===== src/rtl/pipelined_cla_addsub.sv =====
// pipelined_cla_addsub: pipelined carry-lookahead adder/subtractor.
// The WIDTH-bit carry chain is cut into GROUP-bit lookahead groups; each of
// the STAGES register stages resolves an equal share of those groups, low
// groups first. Valid/ready handshake on both sides, full throughput.
// Optional feature macro: CLA_SAT_EN (signed saturation when i_sat was set).
module pipelined_cla_addsub #(
  parameter int unsigned WIDTH  = 32,
  parameter int unsigned GROUP  = 4,
  parameter int unsigned STAGES = 2
) (
  input  logic             i_clk,
  input  logic             i_rst,
  input  logic             i_valid,
  output logic             o_ready,
  input  logic [WIDTH-1:0] i_add1,
  input  logic [WIDTH-1:0] i_add2,
  input  logic             i_carry,
  input  logic             i_sub,
  input  logic             i_sat,
  output logic             o_valid,
  input  logic             i_ready,
  output logic [WIDTH-1:0] o_result,
  output logic             o_carry,
  output logic             o_ovf
);

  localparam int unsigned NGRP = WIDTH / GROUP;
  localparam int unsigned GPS  = NGRP / STAGES;

  logic [STAGES-1:0] v_vec;
  logic [STAGES-1:0] ld;

  // Load enables: a stage loads when empty or when the stage after it loads
  // (the output stage "loads downstream" when i_ready is high).
  always_comb begin : flow
    logic nxt;
    nxt = i_ready;
    ld  = '0;
    for (int unsigned j = 0; j < STAGES; j++) begin
      ld[STAGES-1-j] = ~v_vec[STAGES-1-j] | nxt;
      nxt            = ld[STAGES-1-j];
    end
  end

  assign o_ready = ld[0] & ~i_rst;

  for (genvar k = 0; k < STAGES; k++) begin : g_stage
    logic             v_q, c_q, cm_q, sat_q;
    logic [WIDTH-1:0] a_q, b_q, s_q;

    logic             vin, c_in, sat_in;
    logic [WIDTH-1:0] a_in, b_in, s_in;
    logic             c_d, cm_d;
    logic [WIDTH-1:0] s_d;

    if (k == 0) begin : g_src
      // Operand prep: subtraction is A + ~B + 1, so i_carry is ignored then.
      assign vin    = i_valid;
      assign a_in   = i_add1;
      assign b_in   = i_sub ? ~i_add2 : i_add2;
      assign c_in   = i_sub | i_carry;
      assign s_in   = '0;
      assign sat_in = i_sat;
    end else begin : g_src
      assign vin    = g_stage[k-1].v_q;
      assign a_in   = g_stage[k-1].a_q;
      assign b_in   = g_stage[k-1].b_q;
      assign c_in   = g_stage[k-1].c_q;
      assign s_in   = g_stage[k-1].s_q;
      assign sat_in = g_stage[k-1].sat_q;
    end

    // Resolve this stage's groups: per-bit sums inside a group, group carry
    // chained through the group generate/propagate terms.
    always_comb begin : resolve
      logic        gg, pg, cb, gb, pb;
      int unsigned idx;
      s_d  = s_in;
      c_d  = c_in;
      cm_d = 1'b0;
      gg   = 1'b0;
      pg   = 1'b1;
      cb   = 1'b0;
      gb   = 1'b0;
      pb   = 1'b0;
      idx  = 0;
      for (int unsigned g = k * GPS; g < (k + 1) * GPS; g++) begin
        gg = 1'b0;
        pg = 1'b1;
        cb = c_d;
        for (int unsigned i = 0; i < GROUP; i++) begin
          idx      = g * GROUP + i;
          gb       = a_in[idx] & b_in[idx];
          pb       = a_in[idx] | b_in[idx];
          s_d[idx] = a_in[idx] ^ b_in[idx] ^ cb;
          if (idx == WIDTH - 1) cm_d = cb;
          cb = gb | (pb & cb);
          gg = gb | (pb & gg);
          pg = pg & pb;
        end
        c_d = gg | (pg & c_d);
      end
    end

    // Stage register: holds while the next stage is stalled.
    always_ff @(posedge i_clk) begin
      if (i_rst) begin
        v_q   <= 1'b0;
        a_q   <= '0;
        b_q   <= '0;
        s_q   <= '0;
        c_q   <= 1'b0;
        cm_q  <= 1'b0;
        sat_q <= 1'b0;
      end else if (ld[k]) begin
        v_q <= vin;
        if (vin) begin
          a_q   <= a_in;
          b_q   <= b_in;
          s_q   <= s_d;
          c_q   <= c_d;
          cm_q  <= cm_d;
          sat_q <= sat_in;
        end
      end
    end

    assign v_vec[k] = v_q;

    // Operand bits already consumed (and flags of a disabled feature) are
    // carried for regularity; collecting them here keeps them out of lint.
    logic unused_stage;
    assign unused_stage = ^{a_q, b_q, s_q, c_q, cm_q, sat_q};
  end

  logic [WIDTH-1:0] res_raw;

  assign o_valid = g_stage[STAGES-1].v_q;
  assign o_carry = g_stage[STAGES-1].c_q;
  assign o_ovf   = g_stage[STAGES-1].c_q ^ g_stage[STAGES-1].cm_q;
  assign res_raw = g_stage[STAGES-1].s_q;

`ifdef CLA_SAT_EN
  logic             sat_last;
  logic [WIDTH-1:0] a_last;
  assign sat_last = g_stage[STAGES-1].sat_q;
  assign a_last   = g_stage[STAGES-1].a_q;

  // Clamp toward the sign of A on signed overflow; carry/ovf stay raw.
  always_comb begin
    o_result = res_raw;
    if (sat_last && o_ovf) begin
      o_result = a_last[WIDTH-1] ? {1'b1, {(WIDTH-1){1'b0}}}
                                 : {1'b0, {(WIDTH-1){1'b1}}};
    end
  end
`else
  assign o_result = res_raw;
`endif

endmodule


===== config.mk =====
export PLATFORM = sky130hd
export DESIGN_NAME = pipelined_cla_addsub
export DESIGN_NICKNAME = d
export VERILOG_FILES = /design/src/rtl/pipelined_cla_addsub.sv
export SDC_FILE = /design/constraint.sdc
export NUM_CORES = 1
export LEC_CHECK = 0
export BUFFER_PORTS_ARGS = -buffer_cell sky130_fd_sc_hd__buf_2
export CAP_MARGIN = 20
export CORE_AREA = 2 2 106 108
export CTS_CLUSTER_SIZE = 16
export DETAILED_ROUTE_END_ITERATION = 10
export DIE_AREA = 0 0 108 110
export PLACE_DENSITY = 0.72
export SLEW_MARGIN = 40
export SYNTH_ARGS = -nofsm -noshare
export SYNTH_HDL_FRONTEND = slang
export SYNTH_SLANG_ARGS = --single-unit

===== constraint.sdc =====
create_clock -name i_clk -period 7.4 [get_ports i_clk]
set_input_delay 0.37 -clock i_clk [delete_from_list [all_inputs] [get_ports i_clk]]
set_output_delay 0.37 -clock i_clk [all_outputs]
set_load 0.005 [all_outputs]

* Word-level counts from Yosys, hierarchy flattened
Index checks and enable logic that the tools add are counted.
** Storage, ports and cells
- Output and inout port bits :: 36
- Bits in latches :: 0
- Flip-flop bits (word level) :: 117
- RAM bits :: 0
- Input bits :: 71
- Memories :: 0
- Word-level logic and storage cells :: 285
- Bits in read-only memories :: 0
** Cells by class
- Reductions and logical operators :: 2
- Equality and inequality tests :: 0
- Bitwise logic cells :: 273
- Div/mod/pow operators :: 0
- Multiply operators :: 0
- Muxes and demuxes :: 1
- Magnitude comparators :: 0
- $add $sub $neg :: 0
- Shift operators :: 0
** Operators with widths (count)
- $and A1 B1 Y1 :: 113
- $or A1 B1 Y1 :: 91
- $xor A1 B1 Y1 :: 65
- $mux W32 :: 1
- $not A32 Y32 :: 1
- $reduce_and A2 Y1 :: 2
- $not A1 Y1 :: 3

* Logic depth before layout (Yosys ltp)
Gate-level depths: netlist of the first run.
- Depth after elaboration :: 21
- Depth in mapped cells :: 16
- Mapped depth without buffers :: 14

* Worst setup path after synthesis of the first run
Ideal clock, no wire load.
- Kind :: input to register
- Start :: input port i_sub
- End :: register g_stage[0].s_q[14]
- Required time :: 7268 ps
- Slack :: 3742 ps
- Data arrival time :: 3526 ps
- Buffers on the path :: 2
- Stages on the path :: 16
- Setup time :: 132 ps
- Cell sequence :: buf_2 > buf_2 > xor2_1 > inv_1 > ha_1 > or4_4 > nor2_2 > nor3_2 > o21ai_4 > a21oi_1 > fa_1 > fa_1 > inv_1 > fa_1 > nand2_1 > a21oi_1
** On the way
- Word-level cells in the longest chain between the ends :: 18
- Elaborated cells between the ends (all ways) :: 69
- Classes of those cells :: mux (1); bitwise (68)
** Ends and longest elaborated chain
- from (decl) :: RTL line 18 : input logic i_sub,
- $mux W32 :: RTL line 60 : assign b_in = i_sub ? ~i_add2 : i_add2;
- $or A1 B1 Y1 / $and A1 B1 Y1 (equally long branches) :: RTL line 94, 93
- $and A1 B1 Y1 :: RTL line 98 : gg = gb | (pb & gg);
- $or A1 B1 Y1 :: RTL line 98
- $and A1 B1 Y1 :: RTL line 98
- $or A1 B1 Y1 :: RTL line 98
- $and A1 B1 Y1 :: RTL line 98
- $or A1 B1 Y1 :: RTL line 98
- [3 not listed]
- $and A1 B1 Y1 :: RTL line 101 : c_d = gg | (pg & c_d);
- $or A1 B1 Y1 :: RTL line 101
- $and A1 B1 Y1 :: RTL line 97 : cb = gb | (pb & cb);
- $or A1 B1 Y1 :: RTL line 97
- $and A1 B1 Y1 :: RTL line 97
- $or A1 B1 Y1 :: RTL line 97
- $xor A1 B1 Y1 (*) :: RTL line 95 : s_d[idx] = a_in[idx] ^ b_in[idx] ^ cb;
- named net g_stage[0].s_d[14] :: RTL line 54 : logic [WIDTH-1:0] s_d;
- to (signal assigned) :: RTL line 111 : s_q <= '0;
- to (signal assigned) :: RTL line 120 : s_q <= s_d;
- to (decl) :: RTL line 49 : logic [WIDTH-1:0] a_q, b_q, s_q;
Mark *: on every way through the listed nets, which the timed path passes. The rest lies on a longest branch.
A chain may end at the register's enable or synchronous reset.

* Worst setup path in the final report of the first run
Same ends and word-level chain as after synthesis.

==> out/qor.yml, run 1 <==
cp_num_buf_inv: 3
min_path_type: "in2reg"
clock_latency_ps: 360
use_met1_pct: 24.2
max-vdd-ir-drop_mv: 0.0812
grtUsageMet2_pct: 33.3
rsz0062_at_grt: "false"
design_area_sq_mm: 0.00596
cap_violations: 0
syn2layout_area_growth_pct: 14.0
synthTopCellsByArea: "dfxtp_1 (33%), ha_1 (15%), fa_1 (9.2%)"
cts_num_sinks: 85
synthFlopType: "dfxtp_1"
start_util_pct: 48.9
viasPerCell: 4.84
h-tree-depth: 3
critPathTopFamily: "adder cells"
async_flop_share_pct: 0
worstPathArrival_ps: 3770
yosys.area.top_type: "dfxtp_1"
drive_above_1_share_pct: 19.6
drtIter0Drc: 168
finalNetCount: 852
crit_top_cell: "fa_1"
cts_resized: 0
synth_top_area_share_pct: 32.5
grt_pass1_vias: 4038
fillers: 995
wl_per_cell_um: 13.3
cts_buffers: 9
start_kind: "primary input"
grt_max_degree: 87
dp_hpwl_um: 8100
track_usage_pct: 19.6
grt.busiest_layer: "met2"
powerDensity_mw_per_mm2: 173
slowest_stage: "buf_4"
status: "completed"
die_area_sq_mm: 0.0119
grt_pass1_wl_um: 18200
tns_ps: 0
syn-num-nets: 764
setup_viol: 0
p_leak_nw: 2.86
cts_hold_buf: 0
worstSetupEndpointType: "flip-flop"
grt_use_met3_pct: 4.17
synth_area_per_cell_sq_um: 8.64
std_cell_rows: 38
synth_cell_types: 39
port_buffers: 105
cts_buffer_depth: 2
drc: 0
ys_ff_latch: 85
ant_nets: 0
yosys-top-cells-count: "nand2_1 (98), inv_1 (89), dfxtp_1 (85)"
worstPathCellList: "buf_4 -> xor2_1 -> inv_1 -> ha_1 -> or3b_1 -> a31oi_1 -> nor3_2 -> o21ai_4 -> a21oi_1 -> fa_1 -> fa_1 -> inv_1 -> fa_1 -> nand2_1 -> a21oi_1"
finalHoldViolations: 0
maxSlewHeadroom_pct: 54.1
min_period_ps: 3550
die_h_um: 110
path_clk_slew_ps: 80
detail_route.first_pass.iterations: 4
path_class: "in2reg"
holdWs_ps: 243
routed-via-count: 4040
cts_tree: "built"
routed_wl_um: 11100
routabilityCongestion: 0.853
yosys_warnings: 0
critPathMaxStageDelay_ps: 440
die_w_um: 108
overflow: 0
n_antenna_cell: 0
clockRootBuffer: "clkbuf_8"
synth_edf_count: 0
syn_inst: 605
cp.required_ps: 7620
io-pin-count: 107
syn_area_sq_mm: 0.00523
antenna_found_initial: 0
report.final.slew_viol_count: 0
worst_pin_slew_ps: 688
fin_skew_ps: 9.10
critPathMaxFanout: 33
yosysMostFrequentCell: "nand2_1"
coreArea_sq_mm: 0.0107
synth_seq_area_share_pct: 32.5
place_area_sq_mm: 0.00582
post-cts-setup-buffer-count: 0
min_period_over_period_pct: 48.0
fmax_ghz: 0.282
-- metrics by stage --
stage / worst slack (ps) / std cells / total power [mW] / utilization (%)
6_report: 3850 / 834 / 1.03 / 55.7
5_1_grt: 3640 / 834 / 1.10 / 55.7
4_1_cts: 3850 / 834 / 1.04 / 55.7
3_5_place_dp: 3450 / 822 / 0.772 / 54.4
3_3_place_gp: 3180 / 822 / 0.762 / 54.3
2_1_floorplan: 3740 / 605 / 0.695 / -
-- layer usage --
metal  part of all wire (%)  wire length [um]  vias to the layer above
met1                     46              5070                     1859
met5                      0                 0                        -
met2                     47              5190                       95
met3                    5.1               570                       15
met4                    2.3               250                        0
li1                       -                 -                     2071
-- sequential cells by signal, summed over array words and instances (netlist names) --
| signal | cells |
|---|---|
| o_result | 32 |
| o_carry | 1 |
| o_valid | 1 |
| g_stage.c_q | 1 |
| g_stage.cm_q | 1 |
| g_stage.s_q | 16 |
| g_stage.a_q | 16 |
| g_stage.v_q | 1 |
| g_stage.b_q | 16 |
-- worst register-to-register path: stages (launching register included) --
cell      delay, ps
dfxtp_1         320
inv_1           110
ha_1            170
nor2b_1          50
o21a_1          190
o31ai_1         420
a21o_1          210
nand2b_1        100
fa_1            400
fa_1            410
fa_1            430
xnor2_1         160
a211oi_1        210
-- area by class of cell --
cell class                 count  area (sq um)  area share, %
clock buffer                   9           124           2.08
clock inverter                 3          17.5          0.294
multi-input combinational    401          3060           51.4
timing repair buffer         107           547           9.17
tap                          140           175           2.94
inverter                      89           334           5.60
sequential                    85          1700           28.5
-- worst paths after layout --
path,start,endpoint,slack [ps],depth (start not counted)
worst max register to register,g_stage[0].b_q[16]$_SDFFE_PP0P_,o_result[31]$_SDFFE_PP0P_,4140,12
worst min register to register,o_result[27]$_SDFFE_PP0P_,o_result[27]$_SDFFE_PP0P_,450,2
worst max-delay path,i_sub,g_stage[0].s_q[14]$_SDFFE_PP0P_,3850,15
worst min-delay path,i_add1[28],g_stage[0].a_q[28]$_SDFFE_PP0P_,240,3
-- power by group --
part	total, mW	switching (mW)	internal, mW
logic	0.245	0.139	0.106
clock network	0.271	0.157	0.113
registers	0.516	0.0240	0.492
total	1.03	0.321	0.711
-- cells by family after synthesis --
group	Yosys count	share of synthesized area, %
buffers and inverters	119	9.09
xor gates and xnor gates	41	6.87
DFF	85	32.5
AOI/OAI and AO/OA	113	14.1
and+or+nand+nor	159	12.9
adders and majority gates	88	24.5
-- cells in the final DEF (no fill, tap or decap), types with 2 or more instances in the layout --
cell	n
buf_2	104
nand2_1	97
inv_1	89
dfxtp_1	85
a21oi_1	65
ha_1	64
nor2_1	35
xor2_1	29
a211oi_1	26
fa_1	24
xnor2_1	12
clkbuf_8	9
a211oi_2	8
nand2b_1	6
nor3_1	5
o31ai_1	4
nor2_2	2
nor4_1	2
and2_1	2
clkinv_2	2
buf_4	2
No activity file was read; power rests on OpenSTA's default activity.
==> run 2: changes to the inputs <==
- clock period: 7.4 -> 3.37 ns (I/O delays scaled with it)
==> out/qor.yml, run 2 (synthesized netlist as in run 1, its figures left out) <==
min-delay-start: "i_add1[26]"
critPathMaxFanout: 3  # -91%
die_area_sq_mm: 0.0119  # unchanged
h-tree-depth: 3  # unchanged
finalNetCount: 860  # +0.94%
final_cell_mix: "buf_2 (105), nand2_1 (97), inv_1 (89)"
cts_num_sinks: 85  # unchanged
worst_pin_slew_ps: 625  # -63.4 ps
clock_latency_ps: 360  # about the same
start_kind: "flip-flop"
maxSlewHeadroom_pct: 58.2  # +4.1 points
clkPwrFrac_pct: 29.9  # +3.7 points
viasPerCell: 4.88  # +0.70%
routabilityCongestion: 0.851  # -0.22%
grt_pass1_vias: 4175  # +3.4%
cts_hold_buf: 0  # unchanged
switching_share_pct: 30.0  # -1.1 points
overflow: 0  # unchanged
syn2layout_area_growth_pct: 16.0
min_period_ps: 3080
regArea_sq_mm: 0.00170  # unchanged
cts_buffer_depth: 2  # unchanged
wl_per_cell_um: 13.7  # +2.9%
fin_skew_ps: 10.3  # +1.15 ps
path_clk_slew_ps: 80  # about the same
cts_buffers: 9  # unchanged
grt_max_degree: 54  # -38%
path_class: "reg2reg"
min_period_over_period_pct: 91.4
detail_route.first_pass.iterations: 4  # unchanged
rr_worst_depth: 12  # unchanged
die_h_um: 110  # unchanged
fillers: 999  # +0.40%
largest_reg_flops: 32  # unchanged
cap_violations: 0  # unchanged
drtIter0Drc: 165  # -1.8%
switching_power_mw: 0.722  # +130%
power_mw: 2.40  # +130%
report.final.slew_viol_count: 0  # unchanged
crit_path_start: "g_stage[0].b_q[16]$_SDFFE_PP0P_"
port_buffers: 105  # unchanged
antenna_found_initial: 0  # unchanged
dp_hpwl_um: 8770  # +8.3%
io-pin-count: 107  # unchanged
status: "completed"
holdWs_ps: 42.3  # -200 ps
n_antenna_cell: 0  # unchanged
worstSetupEndpointType: "flip-flop"
die_w_um: 108  # unchanged
min_path_type: "in2reg"
timing.rr.start: "g_stage[0].b_q[16]$_SDFFE_PP0P_"
track_usage_pct: 20.7  # +1.0 points
p_seq_share_pct: 47.1  # -2.9 points
coreArea_sq_mm: 0.0107  # unchanged
pwr-share-comb_pct: 23.0  # -0.7 points
max-vdd-ir-drop_mv: 0.200  # +150%
multi_input_area_sq_mm: 0.00306  # about the same
intPower_mw: 1.68  # +140%
p_leak_nw: 2.91  # +2.1%
routed-via-count: 4127  # +2.2%
post-cts-setup-buffer-count: 0  # unchanged
fmax_ghz: 0.325
rsz0062_at_grt: "false"
routed_wl_um: 11600  # +4.3%
grt_pass1_wl_um: 19100  # +5.2%
holdPathStages: 3  # unchanged
worstPathArrival_ps: 3360  # -410 ps
setup_viol: 0  # unchanged
cp.required_ps: 3650  # -3970 ps
clockRootBuffer: "clkbuf_8"
cts_resized: 0  # unchanged
final_common_cell: "buf_2"
start_util_pct: 48.9  # unchanged
cts_tree: "built"
drc: 0  # unchanged
std_cell_rows: 38  # unchanged
powerDensity_mw_per_mm2: 396  # +130%
ant_nets: 0  # unchanged
drive_above_1_share_pct: 20.7  # +1.1 points
finalHoldViolations: 0  # unchanged
==> run 2: changes by cell type in the layout (fill, tap and decap cells not counted) <==
cell       previous run  this run
and2_2                0         1
and2_4                1         0
buf_2               104       105
clkbuf_8              9        10
clkbuf_1              0         2
buf_6                 1         0
buf_4                 2        10
bufinv_16             0         1
==> run 2: area by class of cell <==
cell class	instances	area share, %
inverters	89	5.51
flip-flops and latches	85	28.1
well taps	140	2.89
repair buffers	115	9.90
multi-input cells	401	50.5
clock inverters	4	0.784
clock buffers	12	2.39
==> run 2: per-layer routing <==
metal | share of wire [%] | up-vias | global-route usage, % | wire length [um]
met5 | 0 | - | 0 | 0
met4 | 1.6 | 0 | 6.50 | 187
met3 | 5.2 | 15 | 5.23 | 597
met2 | 48 | 84 | 35.4 | 5590
met1 | 45 | 1941 | 25.6 | 5190
li1 | - | 2087 | - | -
==> run 2: metrics by stage <==
stage          worst slack (ps)  TNS (ps)  cell area [sq um]  util (%)  instances
2_1_floorplan              3.53         0               5240         -        605
3_3_place_gp               37.7         0               5860      54.8        830
3_5_place_dp              -47.6     -84.4               5870      54.9        830
4_1_cts                     256         0               6060      56.7        846
5_1_grt                    80.5         0               6060      56.7        846
6_report                    290         0               6060      56.7        846
==> run 2: power groups by stage <==
stage               registers [mW]  logic (mW)  clock network (mW)
detailed placement            1.16       0.556                   0
global placement              1.15       0.533                   0
floorplan                     1.15       0.380                   0
CTS                           1.13       0.559               0.739
finish                        1.13       0.554               0.718
global route                  1.14       0.634               0.774
==> run 2: critical path: stages (launching register included) <==
cell	delay [ps]
dfxtp_1	320
inv_1	100
ha_1	160
nor2b_1	40
o21a_1	190
o31ai_1	310
a21o_1	200
nand2b_1	90
fa_1	390
fa_1	400
fa_1	430
xnor2_1	160
a211oi_1	210
==> run 2: path summary, 6_finish.rpt <==
kind,to,slack [ps]
worst max register to register,o_result[31]$_SDFFE_PP0P_,290
worst min register to register,o_result[14]$_SDFFE_PP0P_,450
worst max-delay path,o_result[31]$_SDFFE_PP0P_,290
worst min-delay path,g_stage[0].a_q[26]$_SDFFE_PP0P_,40
